==> src/rtl/vga_timing_generator_param.sv <==
// ---------------------------------------------------------------------------
// vga_timing_generator_param
//
// Parametrised VGA raster timing generator. The system clock is divided down
// to a pixel tick. Each tick advances a horizontal/vertical raster position.
// Sync, blanking and strobe outputs are decoded from that position.
//
// Ports:
//   clk          system clock
//   reset        synchronous, active-high reset
//   hsync        horizontal sync; its active level is set by HS_POL
//   vsync        vertical sync; its active level is set by VS_POL
//   video_on     high while inside the visible H_ACTIVE x V_ACTIVE area
//   p_tick       one-clk pulse per pixel period
//   pixel_x      horizontal position, 0..H_TOTAL-1
//   pixel_y      vertical position, 0..V_TOTAL-1
//   line_start   one-clk pulse after pixel_x wraps to 0
//   frame_start  one-clk pulse after (pixel_x,pixel_y) wraps to (0,0)
//   frame_count  completed-frame counter, wraps mod 2^FRAME_W
//
// Optional build macro:
//   VGA_TIMING_PIPE_EN  adds one register stage to hsync, vsync, video_on,
//                       pixel_x, pixel_y, line_start and frame_start. This
//                       lines them up with a one-cycle pixel-data pipeline.
//                       p_tick and frame_count are not delayed.
// ---------------------------------------------------------------------------
module vga_timing_generator_param #(
    parameter int CLK_DIV  = 4,
    parameter int H_ACTIVE = 640,
    parameter int H_FP     = 16,
    parameter int H_SYNC   = 96,
    parameter int H_BP     = 48,
    parameter int V_ACTIVE = 480,
    parameter int V_FP     = 10,
    parameter int V_SYNC   = 2,
    parameter int V_BP     = 33,
    parameter int HS_POL   = 0,
    parameter int VS_POL   = 0,
    parameter int CW       = 10,
    parameter int FRAME_W  = 8
) (
    input  logic               clk,
    input  logic               reset,
    output logic               hsync,
    output logic               vsync,
    output logic               video_on,
    output logic               p_tick,
    output logic [CW-1:0]      pixel_x,
    output logic [CW-1:0]      pixel_y,
    output logic               line_start,
    output logic               frame_start,
    output logic [FRAME_W-1:0] frame_count
);

    localparam int H_TOTAL  = H_ACTIVE + H_FP + H_SYNC + H_BP;
    localparam int V_TOTAL  = V_ACTIVE + V_FP + V_SYNC + V_BP;
    localparam int HS_START = H_ACTIVE + H_FP;
    localparam int HS_END   = HS_START + H_SYNC - 1;
    localparam int VS_START = V_ACTIVE + V_FP;
    localparam int VS_END   = VS_START + V_SYNC - 1;
    localparam int DIV_W    = (CLK_DIV > 1) ? $clog2(CLK_DIV) : 1;

    localparam logic [DIV_W-1:0] DIV_LAST = DIV_W'(CLK_DIV - 1);
    localparam logic [CW-1:0]    X_LAST   = CW'(H_TOTAL - 1);
    localparam logic [CW-1:0]    Y_LAST   = CW'(V_TOTAL - 1);
    localparam logic             HS_ON    = (HS_POL != 0);
    localparam logic             VS_ON    = (VS_POL != 0);

    // Reject parameter sets the counters cannot represent.
    if (CLK_DIV < 1) begin : g_bad_div
        $error("CLK_DIV must be at least 1");
    end
    if (H_TOTAL > (1 << CW)) begin : g_bad_h
        $error("CW too narrow for H_TOTAL-1");
    end
    if (V_TOTAL > (1 << CW)) begin : g_bad_v
        $error("CW too narrow for V_TOTAL-1");
    end

    function automatic logic in_window(input logic [CW-1:0] v, input int lo, input int hi);
        return (int'(v) >= lo) && (int'(v) <= hi);
    endfunction

    logic [DIV_W-1:0]   div_p0;
    logic               vld_p0;
    logic [CW-1:0]      x_p0, y_p0;
    logic               hs_p0, vs_p0, von_p0, ls_p0, fs_p0;
    logic [FRAME_W-1:0] fc_p0;

    logic [CW-1:0]      x_nx, y_nx;
    logic               line_wrap, frame_wrap;

    // Next raster position. The decoded outputs are registered from this
    // value, so they update on the same edge as the counters.
    always_comb begin
        x_nx       = x_p0;
        y_nx       = y_p0;
        line_wrap  = 1'b0;
        frame_wrap = 1'b0;
        if (vld_p0) begin
            if (x_p0 == X_LAST) begin
                x_nx      = '0;
                line_wrap = 1'b1;
                if (y_p0 == Y_LAST) begin
                    y_nx       = '0;
                    frame_wrap = 1'b1;
                end else begin
                    y_nx = y_p0 + 1'b1;
                end
            end else begin
                x_nx = x_p0 + 1'b1;
            end
        end
    end

    // Stage p0: the divider, the raster counters and the decoded outputs.
    // p_tick is the registered decode of the divider's last count. It
    // therefore stays low during reset, even when CLK_DIV is 1. The first
    // tick arrives CLK_DIV clks after reset is released.
    always_ff @(posedge clk) begin
        if (reset) begin
            div_p0 <= '0;
            vld_p0 <= 1'b0;
            x_p0   <= '0;
            y_p0   <= '0;
            hs_p0  <= ~HS_ON;
            vs_p0  <= ~VS_ON;
            von_p0 <= 1'b1;
            ls_p0  <= 1'b0;
            fs_p0  <= 1'b0;
            fc_p0  <= '0;
        end else begin
            div_p0 <= (div_p0 == DIV_LAST) ? '0 : div_p0 + 1'b1;
            vld_p0 <= (div_p0 == DIV_LAST);
            x_p0   <= x_nx;
            y_p0   <= y_nx;
            hs_p0  <= in_window(x_nx, HS_START, HS_END) ? HS_ON : ~HS_ON;
            vs_p0  <= in_window(y_nx, VS_START, VS_END) ? VS_ON : ~VS_ON;
            von_p0 <= (int'(x_nx) < H_ACTIVE) && (int'(y_nx) < V_ACTIVE);
            ls_p0  <= line_wrap;
            fs_p0  <= frame_wrap;
            if (frame_wrap) begin
                fc_p0 <= fc_p0 + 1'b1;
            end
        end
    end

    assign p_tick      = vld_p0;
    assign frame_count = fc_p0;

`ifdef VGA_TIMING_PIPE_EN
    logic [CW-1:0] x_p1, y_p1;
    logic          hs_p1, vs_p1, von_p1, ls_p1, fs_p1;

    // Stage p1: a one-clk delay of the raster-aligned outputs.
    always_ff @(posedge clk) begin
        if (reset) begin
            x_p1   <= '0;
            y_p1   <= '0;
            hs_p1  <= ~HS_ON;
            vs_p1  <= ~VS_ON;
            von_p1 <= 1'b1;
            ls_p1  <= 1'b0;
            fs_p1  <= 1'b0;
        end else begin
            x_p1   <= x_p0;
            y_p1   <= y_p0;
            hs_p1  <= hs_p0;
            vs_p1  <= vs_p0;
            von_p1 <= von_p0;
            ls_p1  <= ls_p0;
            fs_p1  <= fs_p0;
        end
    end

    assign pixel_x     = x_p1;
    assign pixel_y     = y_p1;
    assign hsync       = hs_p1;
    assign vsync       = vs_p1;
    assign video_on    = von_p1;
    assign line_start  = ls_p1;
    assign frame_start = fs_p1;
`else
    assign pixel_x     = x_p0;
    assign pixel_y     = y_p0;
    assign hsync       = hs_p0;
    assign vsync       = vs_p0;
    assign video_on    = von_p0;
    assign line_start  = ls_p0;
    assign frame_start = fs_p0;
`endif

endmodule

==> config.mk <==
export PLATFORM = sky130hd
export DESIGN_NAME = vga_timing_generator_param
export DESIGN_NICKNAME = d
export VERILOG_FILES = /design/src/rtl/vga_timing_generator_param.sv
export SDC_FILE = /design/constraint.sdc
export NUM_CORES = 1
export LEC_CHECK = 0
export ABC_AREA = 1
export BUFFER_PORTS_ARGS = -buffer_cell sky130_fd_sc_hd__buf_2
export CAP_MARGIN = 10
export CORE_ASPECT_RATIO = 0.8
export CORE_MARGIN = 10
export CORE_UTILIZATION = 47
export DETAILED_ROUTE_END_ITERATION = 8
export PLACE_DENSITY = 0.72
export SLEW_MARGIN = 10
export SYNTH_ARGS = -nofsm -noshare
export SYNTH_HDL_FRONTEND = slang
export SYNTH_SLANG_ARGS = --single-unit
==> constraint.sdc <==
create_clock -name clk -period 2.6 [get_ports clk]
set_clock_uncertainty 0.1 [all_clocks]
set_input_delay 0.39 -clock clk [delete_from_list [all_inputs] [get_ports clk]]
set_output_delay 0.39 -clock clk [all_outputs]
set_load 0.05 [all_outputs]
After elaboration in Yosys (flattened, before gate mapping) --
Cells that the tools add are included.
Word-level totals: bits of input ports 2, logic and storage cells 40, output and inout bits 34, flip-flop bits (word level) 36
Cells by class: muxes and demuxes 11, add/subtract/negate cells 4, reductions and logical operators 5, eq/ne operators 3, order comparisons 6, bitwise operators 1
Operator list (count):
- $mux W10 | 5
- $add A10 B1 Y10 const B | 2
- $eq A10 B10 Y1 const B | 2
- $ge A10 B10 Y1 const B | 1
- $ge A10 B9 Y1 const B | 1
- $le A10 B10 Y1 const B | 1
- $le A10 B9 Y1 const B | 1
- $lt A10 B10 Y1 const B | 1
- $lt A10 B9 Y1 const B | 1
- $add A8 B1 Y8 const B | 1
- $mux W1 | 6
- $reduce_or A2 Y1 | 2
- $logic_and A1 B1 Y1 | 3
- $add A2 B1 Y2 const B | 1
- $eq A2 B2 Y1 const B | 1
- $not A1 Y1 | 1

Depth between registers and ports, before layout --
Gate-level depths: netlist of the first run.
depth after elaboration 7, mapped depth 13, depth with buffers taken out 13

Worst setup path after synthesis of the first run --
Ideal clock, no wire load.
path kind flip-flop to flip-flop, start point register x_p0[0], in the netlist pixel_x[0], end point register von_p0, in the netlist video_on, path buffers 0, required time 2.382 ns, setup time 0.118 ns, stages on the path, launching flop included 13, clock period less this slack 2.168 ns, arrival 1.950 ns, setup slack 0.432 ns, path through dfxtp_1 -> ha_1 -> nand2_2 -> nor2_8 -> inv_4 -> nor2_8 -> nand4_4 -> nand2_2 -> inv_2 -> nor2_2 -> nand3_2 -> nand2_1 -> nand2_1
Between the ends: word-level cells in the longest chain between the ends 5, elaborated cells on any way between the ends 9
Ends and longest elaborated chain:
- from (decl) | line 86 | logic [CW-1:0] x_p0, y_p0;
- from (signal assigned) | line 135 | x_p0 <= x_nx;
- $add A10 B1 Y10 or $eq A10 B10 Y1 (tied branches) | line 111, 101
- $mux W10 | line 101 | if (x_p0 == X_LAST) begin
- $mux W10 | line 100 | if (vld_p0) begin
- $lt A10 B10 Y1 or $lt A10 B9 Y1 (tied branches) | line 139 | von_p0 <= (int'(x_nx) < H_ACTIVE) && (int'(y_nx) < V_ACTIVE);
- $logic_and A1 B1 Y1 * | line 139
- to (signal assigned) | line 139
- to (decl) | line 87 | logic hs_p0, vs_p0, von_p0, ls_p0, fs_p0;
Mark *: on every way between the ends. The rest lies on a longest branch, timed or not. A chain may end at the register's enable or synchronous reset.

Worst setup path in the final report of the first run --
start point register x_p0[0], in the netlist pixel_x[0], end point register vs_p0, in the netlist vsync
Between the ends: word-level cells in the longest chain between the ends 6, elaborated cells on any way between the ends 7
Ends and longest elaborated chain:
- $eq A10 B10 Y1 * | line 101
- $mux W10 * | line 101
- $mux W10 * | line 100
- $ge A10 B9 Y1 or $le A10 B9 Y1 (tied branches) | line 81 | return (int'(v) >= lo) && (int'(v) <= hi);
- $logic_and A1 B1 Y1 * | line 81
- $mux W1 * | line 138 | vs_p0 <= in_window(y_nx, VS_START, VS_END) ? VS_ON : ~VS_ON;
- to (signal assigned) | line 127 | vs_p0 <= ~VS_ON;
- to (signal assigned) | line 138
- to (decl) | line 87
Marked as above.

==> metrics.md, run 1 <==
| Metric | Value |
|---|---|
| Status | `completed` |
| Type of the worst min-delay path | `flop to flop` |
| First DRT Iteration DRCs | `137` |
| Synthesized area | `0.00203 mm2` |
| Fill count | `407` |
| CP Class | `flop to flop` |
| Setup crit end | `vsync` |
| Worst Tran Pin Value | `0.413 ns` |
| CP Launch Point | `pixel_x[0]` |
| Number of synthesized flops with an enable pin | `0` |
| Ant diodes | `0` |
| Die Ht | `78.7 um` |
| Die area | `0.00736 mm2` |
| Layout cells sized above 1 | `23.5%` |
| Asr flop ratio synth | `0%` |
| Seq/Total Area, Yosys | `35.6%` |
| Worst skew pair latency | `0.29 ns` |
| Drt pass-1 iters | `4` |
| Crit path arrival time | `2.09 ns` |
| Antenna violations before repair | `0` |
| Setup TNS | `0 ns` |
| I/O pin total | `36` |
| Post-synth top flop | `dfxtp_1` |
| Overall Global Routing Usage | `13.5%` |
| Fin crit share | `77.1%` |
| Min cycle time layout | `2.00 ns` |
| Root Driver | `clkbuf_8` |
| Reg2reg end | `vsync` |
| Yosys warns | `0` |
| Slew Viols, Final | `0` |
| Number of global-route vias before repair | `1,749` |
| Cts bufs inserted | `5` |
| Cell variety after synth | `34` |
| DRC errors left | `0` |
| Total grt overflow | `0` |
| Post-Syn Nets | `294` |
| Sink Count | `36` |
| Worst ir drop on vdd | `0.000261 V` |
| Post-CTS sizing | `0` |
| Worst EP required | `2.69 ns` |
| CP max FO | `10` |
| Synth Register Bits | `36` |
| Lkg Pwr | `1.15 nW` |
| Fin nets | `333` |
| Hold_ws | `0.333 ns` |
| R2R Path Start | `pixel_x[0]` |
| Clock-pin slew on the worst setup and hold paths | `0.07 ns` |
| Max Clk Rate | `0.499 GHz` |
| Die extent in x | `93.4 um` |
| Initial cell density of the core | `48.5%` |
| Core area | `0.00418 mm2` |
| Port Buffers | `35` |
| R2R depth | `10` |
| CP Capture Type | `flop` |
| RSZ-0062 raised after global routing | `false` |
| Synth Area per Inst | `7.06 um2` |
| Worst Setup Start Kind | `flop` |
| Pin count of the biggest net entering global routing | `22` |
| Hold Buf Count CTS | `0` |
| Post-route ant nets | `0` |
| Via/cell ratio | `4.87` |
| Dpl hpwl | `3620 um` |
| Post-CTS Setup Bufs | `0` |
| Normalized max-slew margin | `72.4%` |
| Gpl congestion | `0.844` |
| Longest Clk Path Bufs | `2` |
| Post-Synthesis Cells | `287` |
| Reg2Reg Setup Slack | `0.60 ns` |
| TritonCTS clock tree | `built` |
| Vias | `1,869` |
| H-tree depth reported by CTS | `2` |
| Final Hold Vio Count | `0` |
| Standard-cell rows | `21` |
| Pwr Density | `458 mW/mm2` |
| Final setup viols | `0` |
| Total routed wirelength | `4790 um` |
| WL/cell | `12.5 um` |
| Max-cap violations | `0` |
| First-pass GRT wire length | `8240 um` |
| Final core occ | `56.8%` |
| Area growth, synth to finish | `17.0%` |
==> metal layers <==
layer | share of wire [%] | track usage (%)
met3 | 7.0 | 4.79
met2 | 41 | 19.7
met4 | 1.1 | 5.08
met5 | 0 | 0
met1 | 51 | 17.8
==> power breakdown <==
part           total [mW]  switching [mW]  leakage [nW]  internal, mW
registers           0.561         0.00444         0.291         0.557
logic              0.0334          0.0238         0.800       0.00957
clock network       0.491           0.207        0.0552         0.285
==> flip-flops by register name (all words and copies together), names as in the netlist <==
signal,flops
frame_count,8
pixel_x,10
div_p0,2
vsync,1
frame_start,1
p_tick,1
hsync,1
video_on,1
pixel_y,10
line_start,1
==> cells in the final DEF, fill, tap and decap left out, types with 3 or more instances in the layout <==
cell type / Yosys / layout
nand2_1: 54 / 54
nor2_1: 47 / 47
inv_1: 36 / 36
dfxtp_1: 36 / 36
buf_2: 1 / 35
nand3_1: 24 / 24
a21oi_1: 11 / 11
nor3_1: 9 / 9
nand4_1: 9 / 9
o21ai_0: 7 / 7
nor2_2: 6 / 6
nand2_2: 6 / 6
ha_1: 5 / 5
clkbuf_8: 0 / 5
inv_2: 4 / 4
xor2_1: 4 / 4
nor2_4: 3 / 3
nand3_2: 3 / 3
==> worst max-delay path: stages, from the launching register on <==
cell and delay [ns]:
dfxtp_1 0.46, ha_1 0.26, nand2_2 0.12, nor2_8 0.14, nand3_4 0.18, nor2_4 0.23
inv_2 0.06, nand3_1 0.11, nand3_1 0.09, nor2_1 0.10, nand2_1 0.06
==> how the worst min path moves through the flow <==
stage,from,end,slack [ns],cells past startpoint
after floorplan,div_p0[0],div_p0[0],0.31,1
after global placement,div_p0[0],div_p0[0],0.32,1
after detailed placement,div_p0[0],div_p0[0],0.33,1
after CTS,div_p0[0],div_p0[0],0.34,1
after global routing,div_p0[0],div_p0[0],0.37,1
final,div_p0[0],div_p0[0],0.33,1
==> cell usage after synthesis, drive strengths merged (3+ instances only) <==
cell	count	area, um2
nor3	10	61.3
inv	41	156
ha	5	62.6
a21oi	12	63.8
nand4	11	90.1
nand2	61	251
o21ai	9	45.0
clkbuf	3	12.5
xor2	5	51.3
nor2	58	288
dfxtp	36	721
nand3	28	168
==> metrics by stage <==
| step | setup WS [ns] | instances | cell area (um2) | power [mW] |
|---|---|---|---|---|
| 5_1_grt | 0.305 | 384 | 2370 | 1.12 |
| 4_1_cts | 0.563 | 384 | 2370 | 1.09 |
| 3_5_place_dp | 0.579 | 376 | 2260 | 0.608 |
| 2_1_floorplan | 0.432 | 287 | 2030 | 0.599 |
| 6_report | 0.596 | 384 | 2370 | 1.09 |
| 3_3_place_gp | 0.637 | 376 | 2260 | 0.607 |
==> area by class of cell <==
class | instances | area, um2 | area share, %
multi-input combinational | 206 | 1130 | 47.8
sequential | 36 | 721 | 30.4
timing repair buffer | 36 | 183 | 7.70
inverter | 41 | 156 | 6.60
clock buffer | 6 | 72.6 | 3.06
tap | 57 | 71.3 | 3.01
clock inverter | 2 | 35.0 | 1.48
==> logic make-up after synthesis <==
group	count (synthesis)	synth area share [%]
buffers and inverters	45	8.58
adders and majority gates	5	3.09
DFF	36	35.6
and+or+nand+nor	171	43.3
xor gates and xnor gates	5	2.53
AOI/OAI and AO/OA	25	6.91
Power figures use the tool's default switching activity.
==> inputs of run 2 (changes only) <==
PLACE_DENSITY = 0.75   (was 0.72)
clock period = 1.6 ns   (was 2.6 ns; I/O delays follow)
==> metrics.md, run 2 (synthesized netlist as in run 1, its figures left out) <==
| Metric | Value |
|---|---|
| Worst Tran Pin Value | `0.338 ns` |
| Pwr Density | `545 mW/mm2` |
| Root Driver | `clkbuf_8` |
| Max-cap violations | `0` |
| Overall Global Routing Usage | `15.6%` |
| First-pass GRT wire length | `9450 um` |
| Lkg Pwr | `1.44 nW` |
| Hold_ws | `0.168 ns` |
| Fill count | `314` |
| Die Ht | `78.7 um` |
| Standard-cell rows | `21` |
| WL/cell | `13.1 um` |
| CP max FO | `6` |
| Total grt overflow | `0` |
| Largest stage delay, worst path | `0.37 ns` |
| First DRT Iteration DRCs | `185` |
| Type of the worst min-delay path | `primary input to flop` |
| Status | `finished with violations` |
| Highest-count cells in the layout ignoring fill and taps | `47 x buf_4, 46 x nand2_1, 37 x nor2_1, 35 x buf_2, 33 x inv_1` |
| Core area | `0.00418 mm2` |
| Via/cell ratio | `4.98` |
| RSZ-0062 raised after global routing | `true` |
| Failing checks | `setup timing` |
| Layout cells sized above 1 | `48.4%` |
| Normalized max-slew margin | `77.3%` |
| Hold Buf Count CTS | `0` |
| Final setup viols | `13` |
| Final core occ | `71.5%` |
| Critical path's slowest cell | `dfxtp_4` |
| Sink Count | `36` |
| Worst Setup Start Kind | `flop` |
| Pin count of the biggest net entering global routing | `13` |
| Final Hold Vio Count | `0` |
| R2R depth | `11` |
| Initial cell density of the core | `48.5%` |
| TritonCTS clock tree | `built` |
| Fin crit share | `108%` |
| Crit path arrival time | `1.82 ns` |
| Commonest non-fill, non-tap cell in the layout | `buf_4` |
| CP Class | `flop to flop` |
| H-tree depth reported by CTS | `2` |
| Post-route ant nets | `0` |
| I/O pin total | `36` |
| Dpl hpwl | `4280 um` |
| Max Clk Rate | `0.581 GHz` |
| Area growth, synth to finish | `47.4%` |
| Slew Viols, Final | `0` |
| Min cycle time layout | `1.72 ns` |
| Number of global-route vias before repair | `2,124` |
| Fin nets | `384` |
| DRC errors left | `0` |
| Port Buffers | `35` |
| Cts bufs inserted | `5` |
| Die area | `0.00736 mm2` |
| Die extent in x | `93.4 um` |
| Longest Clk Path Bufs | `2` |
| Total routed wirelength | `5700 um` |
| CP cell instances | `inv_4 > ha_4 > nand2_1 > nor2_2 > nand3_4 > nor2_4 > inv_2 > nand3_2 > nand3_2 > nor2_2 > nand2_1` |
| Worst Setup Slack, final | `-0.123 ns` |
| CP Capture Type | `flop` |
| Ant diodes | `0` |
| Drt pass-1 iters | `4` |
| Worst skew pair latency | `0.30 ns` |
| Antenna violations before repair | `0` |
| Hold depth | `2` |
| Worst EP required | `1.70 ns` |
| Place WS | `-0.153 ns` |
| Clock-pin slew on the worst setup and hold paths | `0.08 ns` |
| Gpl congestion | `0.844` |
| Worst ir drop on vdd | `0.000600 V` |
| Vias | `2,167` |
==> run 2: cell types whose count changed in the layout (fill, tap and decap cells not counted), moves of 5 or more <==
| cell | delta |
|---|---|
| buf_4 | +46 |
| buf_6 | +5 |
| dfxtp_1 | -21 |
| dfxtp_2 | +14 |
| dfxtp_4 | +7 |
| nand2_1 | -8 |
| nand3_1 | -6 |
| nand3_2 | +5 |
| nor2_1 | -10 |
| nor2_4 | +6 |
==> run 2: per-layer routing <==
| metal | routed length, um | share of wire (%) | vias up | GRT usage (%) |
|---|---|---|---|---|
| met1 | 2440 | 43 | 996 | 19.6 |
| met3 | 423 | 7.4 | 9 | 5.17 |
| met2 | 2760 | 48 | 58 | 24.7 |
| met4 | 82 | 1.4 | 0 | 5.08 |
| met5 | 0 | 0 | - | 0 |
| li1 | - | - | 1104 | - |
==> run 2: power breakdown <==
group	switching (mW)	internal (mW)	total, mW	leakage [nW]
Combinational	0.0461	0.0236	0.0696	1.09
Sequential	0.00609	0.894	0.900	0.303
Clock	0.354	0.304	0.659	0.0460
==> run 2: worst max-delay path, delay by kind of cell, from the launching register on <==
kind | cells | cell delay [ns]
adder cells (fa/ha/maj) | 1 | 0.11
buffers and inverters | 2 | 0.15
AND/OR/NAND/NOR | 8 | 0.90
flip-flops | 1 | 0.37
==> run 2: final cells by class <==
type / count / area (um2) / share of cell area [%]
multi-input cells: 206 / 1320 / 44.3
well taps: 57 / 71.3 / 2.39
inverters: 41 / 159 / 5.32
flip-flops and latches: 36 / 764 / 25.6
clock buffers: 5 / 68.8 / 2.30
repair buffers: 87 / 584 / 19.6
clock inverters: 3 / 17.5 / 0.586
==> run 2: final timing paths <==
path,start,to,slack (ns)
setup / recovery,pixel_y[0],vsync,-0.12
hold reg to reg,div_p0[0],div_p0[0],0.34
hold / removal,reset,pixel_y[1],0.17
setup reg to reg,pixel_y[0],vsync,-0.12
==> run 2: per-stage QoR <==
| step | area, um2 | std cells | setup TNS, ns | total power [mW] |
|---|---|---|---|---|
| after floorplan | 2090 | 287 | -0.467 | 0.965 |
| after global placement | 2660 | 420 | -0.377 | 0.986 |
| after detailed placement | 2660 | 420 | -0.907 | 0.989 |
| after CTS | 2820 | 430 | -0.744 | 1.64 |
| after global routing | 2990 | 435 | -2.48 | 1.71 |
| final | 2990 | 435 | -0.829 | 1.63 |
==> run 2: timing repair <==
action,in CTS,in global routing
pin swaps,8,13
gates resized for setup,17,35
buffers inserted,2,6
setup endpoints to repair,17,24
==> inputs of run 3 (changes only) <==
RECOVER_POWER = 50   (was not set)
==> metrics.md, run 3 (synthesized netlist as in run 1, its figures left out) <==
| Metric | Value |
|---|---|
| Failing checks | `setup timing` |
| Type of the worst min-delay path | `primary input to flop` |
| Standard-cell rows | `21` |
| Cell family with most CP delay | `simple AND/OR/NAND/NOR gates` |
| Ant diodes | `0` |
| Register area | `764 um2` |
| Overall Global Routing Usage | `15.6%` |
| Antenna violations before repair | `0` |
| Multi-input logic area | `0.00132 mm2` |
| Root Driver | `clkbuf_8` |
| Lkg Pwr | `1.42 nW` |
| Core area | `0.00418 mm2` |
| Initial cell density of the core | `48.5%` |
| Pwr Density | `547 mW/mm2` |
| Clock-pin slew on the worst setup and hold paths | `0.08 ns` |
| Layout cells sized above 1 | `47.1%` |
| Critical path's slowest cell | `dfxtp_4` |
| Worst ir drop on vdd | `0.000600 V` |
| Min cycle time layout | `1.72 ns` |
| Worst Setup Slack, final | `-0.121 ns` |
| Total routed wirelength | `5700 um` |
| WL/cell | `13.1 um` |
| CP Capture Type | `flop` |
| Worst Tran Pin Value | `0.603 ns` |
| Non-filler cells, final | `435` |
| CP max FO | `6` |
| I/O pin total | `36` |
| TritonCTS clock tree | `built` |
| First DRT Iteration DRCs | `188` |
| Vias | `2,167` |
| Worst EP required | `1.70 ns` |
| Highest-count cells in the layout ignoring fill and taps | `47 x buf_4, 46 x nand2_1, 37 x nor2_1, 33 x inv_1, 18 x nand3_1` |
| Worst Setup Start Kind | `flop` |
| Final setup viols | `13` |
| Dpl hpwl | `4280 um` |
| Buf/Inv on CP | `2` |
| Drt pass-1 iters | `4` |
| Max Clk Rate | `0.581 GHz` |
| H-tree depth reported by CTS | `2` |
| Slew Viols, Final | `0` |
| Port Buffers | `35` |
| First-pass GRT wire length | `9450 um` |
| Cts bufs inserted | `5` |
| Largest stage delay, worst path | `0.37 ns` |
| Via/cell ratio | `4.98` |
| Worst skew pair latency | `0.30 ns` |
| Total grt overflow | `0` |
| Normalized max-slew margin | `60.0%` |
| Post-route ant nets | `0` |
| Fin nets | `384` |
| Placed insts | `420` |
| DRC errors left | `0` |
| Sink Count | `36` |
| Gpl congestion | `0.844` |
| Crit path arrival time | `1.82 ns` |
| Pin count of the biggest net entering global routing | `13` |
| Status | `finished with violations` |
| Place WS | `-0.153 ns` |
| CP Class | `flop to flop` |
| Commonest non-fill, non-tap cell in the layout | `buf_4` |
| Area growth, synth to finish | `47.1%` |
| Die extent in x | `93.4 um` |
| Number of global-route vias before repair | `2,124` |
| Pwr Total | `1.63 mW` |
| RSZ-0062 raised after global routing | `true` |
| Final Hold Vio Count | `0` |
| CP cell instances | `inv_4 > ha_4 > nand2_1 > nor2_2 > nand3_4 > nor2_4 > inv_2 > nand3_2 > nand3_2 > nor2_2 > nand2_1` |
| Die area | `0.00736 mm2` |
| Max-cap violations | `0` |
| Longest Clk Path Bufs | `2` |
| Fill count | `318` |
| Fin crit share | `108%` |
| Die Ht | `78.7 um` |
## run 3: changes by cell type in the layout (fill, tap and decap cells not counted), sizes merged
| cell | delta |
|---|---|
| clkbuf | +18 |
| buf | -18 |
## run 3: final cells by class
cell class,instances,share of cell area (%)
Inverter,41,5.33
Tap cell,57,2.39
Multi-Input combinational cell,206,44.4
Sequential cell,36,25.6
Clock inverter,3,0.587
Clock buffer,5,2.31
Timing Repair Buffer,87,19.4
## run 3: power breakdown
group          total [mW]  switching (mW)  internal, mW
Sequential          0.900         0.00610         0.894
Clock               0.660           0.356         0.304
Combinational      0.0696          0.0460        0.0236
## run 3: per-stage QoR
step	TNS, ns	cell area (um2)	hold WS (ns)	util, %
2_1_floorplan	-0.467	2090	0.297	-
3_3_place_gp	-0.377	2660	0.316	63.6
3_5_place_dp	-0.907	2660	0.333	63.6
4_1_cts	-0.744	2820	0.167	67.5
5_1_grt	-2.49	2980	0.187	71.4
6_report	-0.814	2980	0.168	71.4
## run 3: worst register-to-register path, cell delays in order (launching register included)
cell     delay (ns)
dfxtp_4        0.37
inv_4          0.07
ha_4           0.11
nand2_1        0.05
nor2_2         0.13
nand3_4        0.15
nor2_4         0.27
inv_2          0.09
nand3_2        0.08
nand3_2        0.07
nor2_2         0.10
nand2_1        0.05
## run 3: path summary, 6_finish.rpt
| path | start | endpoint | slack (ns) | depth (start not counted) |
|---|---|---|---|---|
| hold reg to reg | div_p0[0] | div_p0[0] | 0.34 | 1 |
| setup reg to reg | pixel_y[0] | vsync | -0.12 | 11 |
| hold / removal | reset | pixel_y[1] | 0.17 | 2 |
| setup / recovery | pixel_y[0] | vsync | -0.12 | 11 |
## run 3: repair_timing
action / in CTS / in global routing
resized for setup: 17 / 35
endpoints found under the setup margin: 17 / 24
pin swaps: 8 / 13
setup buffers: 2 / 6
hold buffers: 0 / 0
## run 3: layer usage
metal	vias to the layer above	global-route usage (%)	part of all wire, %
met1	988	19.6	43
li1	1104	-	-
met2	66	24.7	48
met5	-	0	0
met3	9	5.17	7.9
met4	0	5.08	1.4
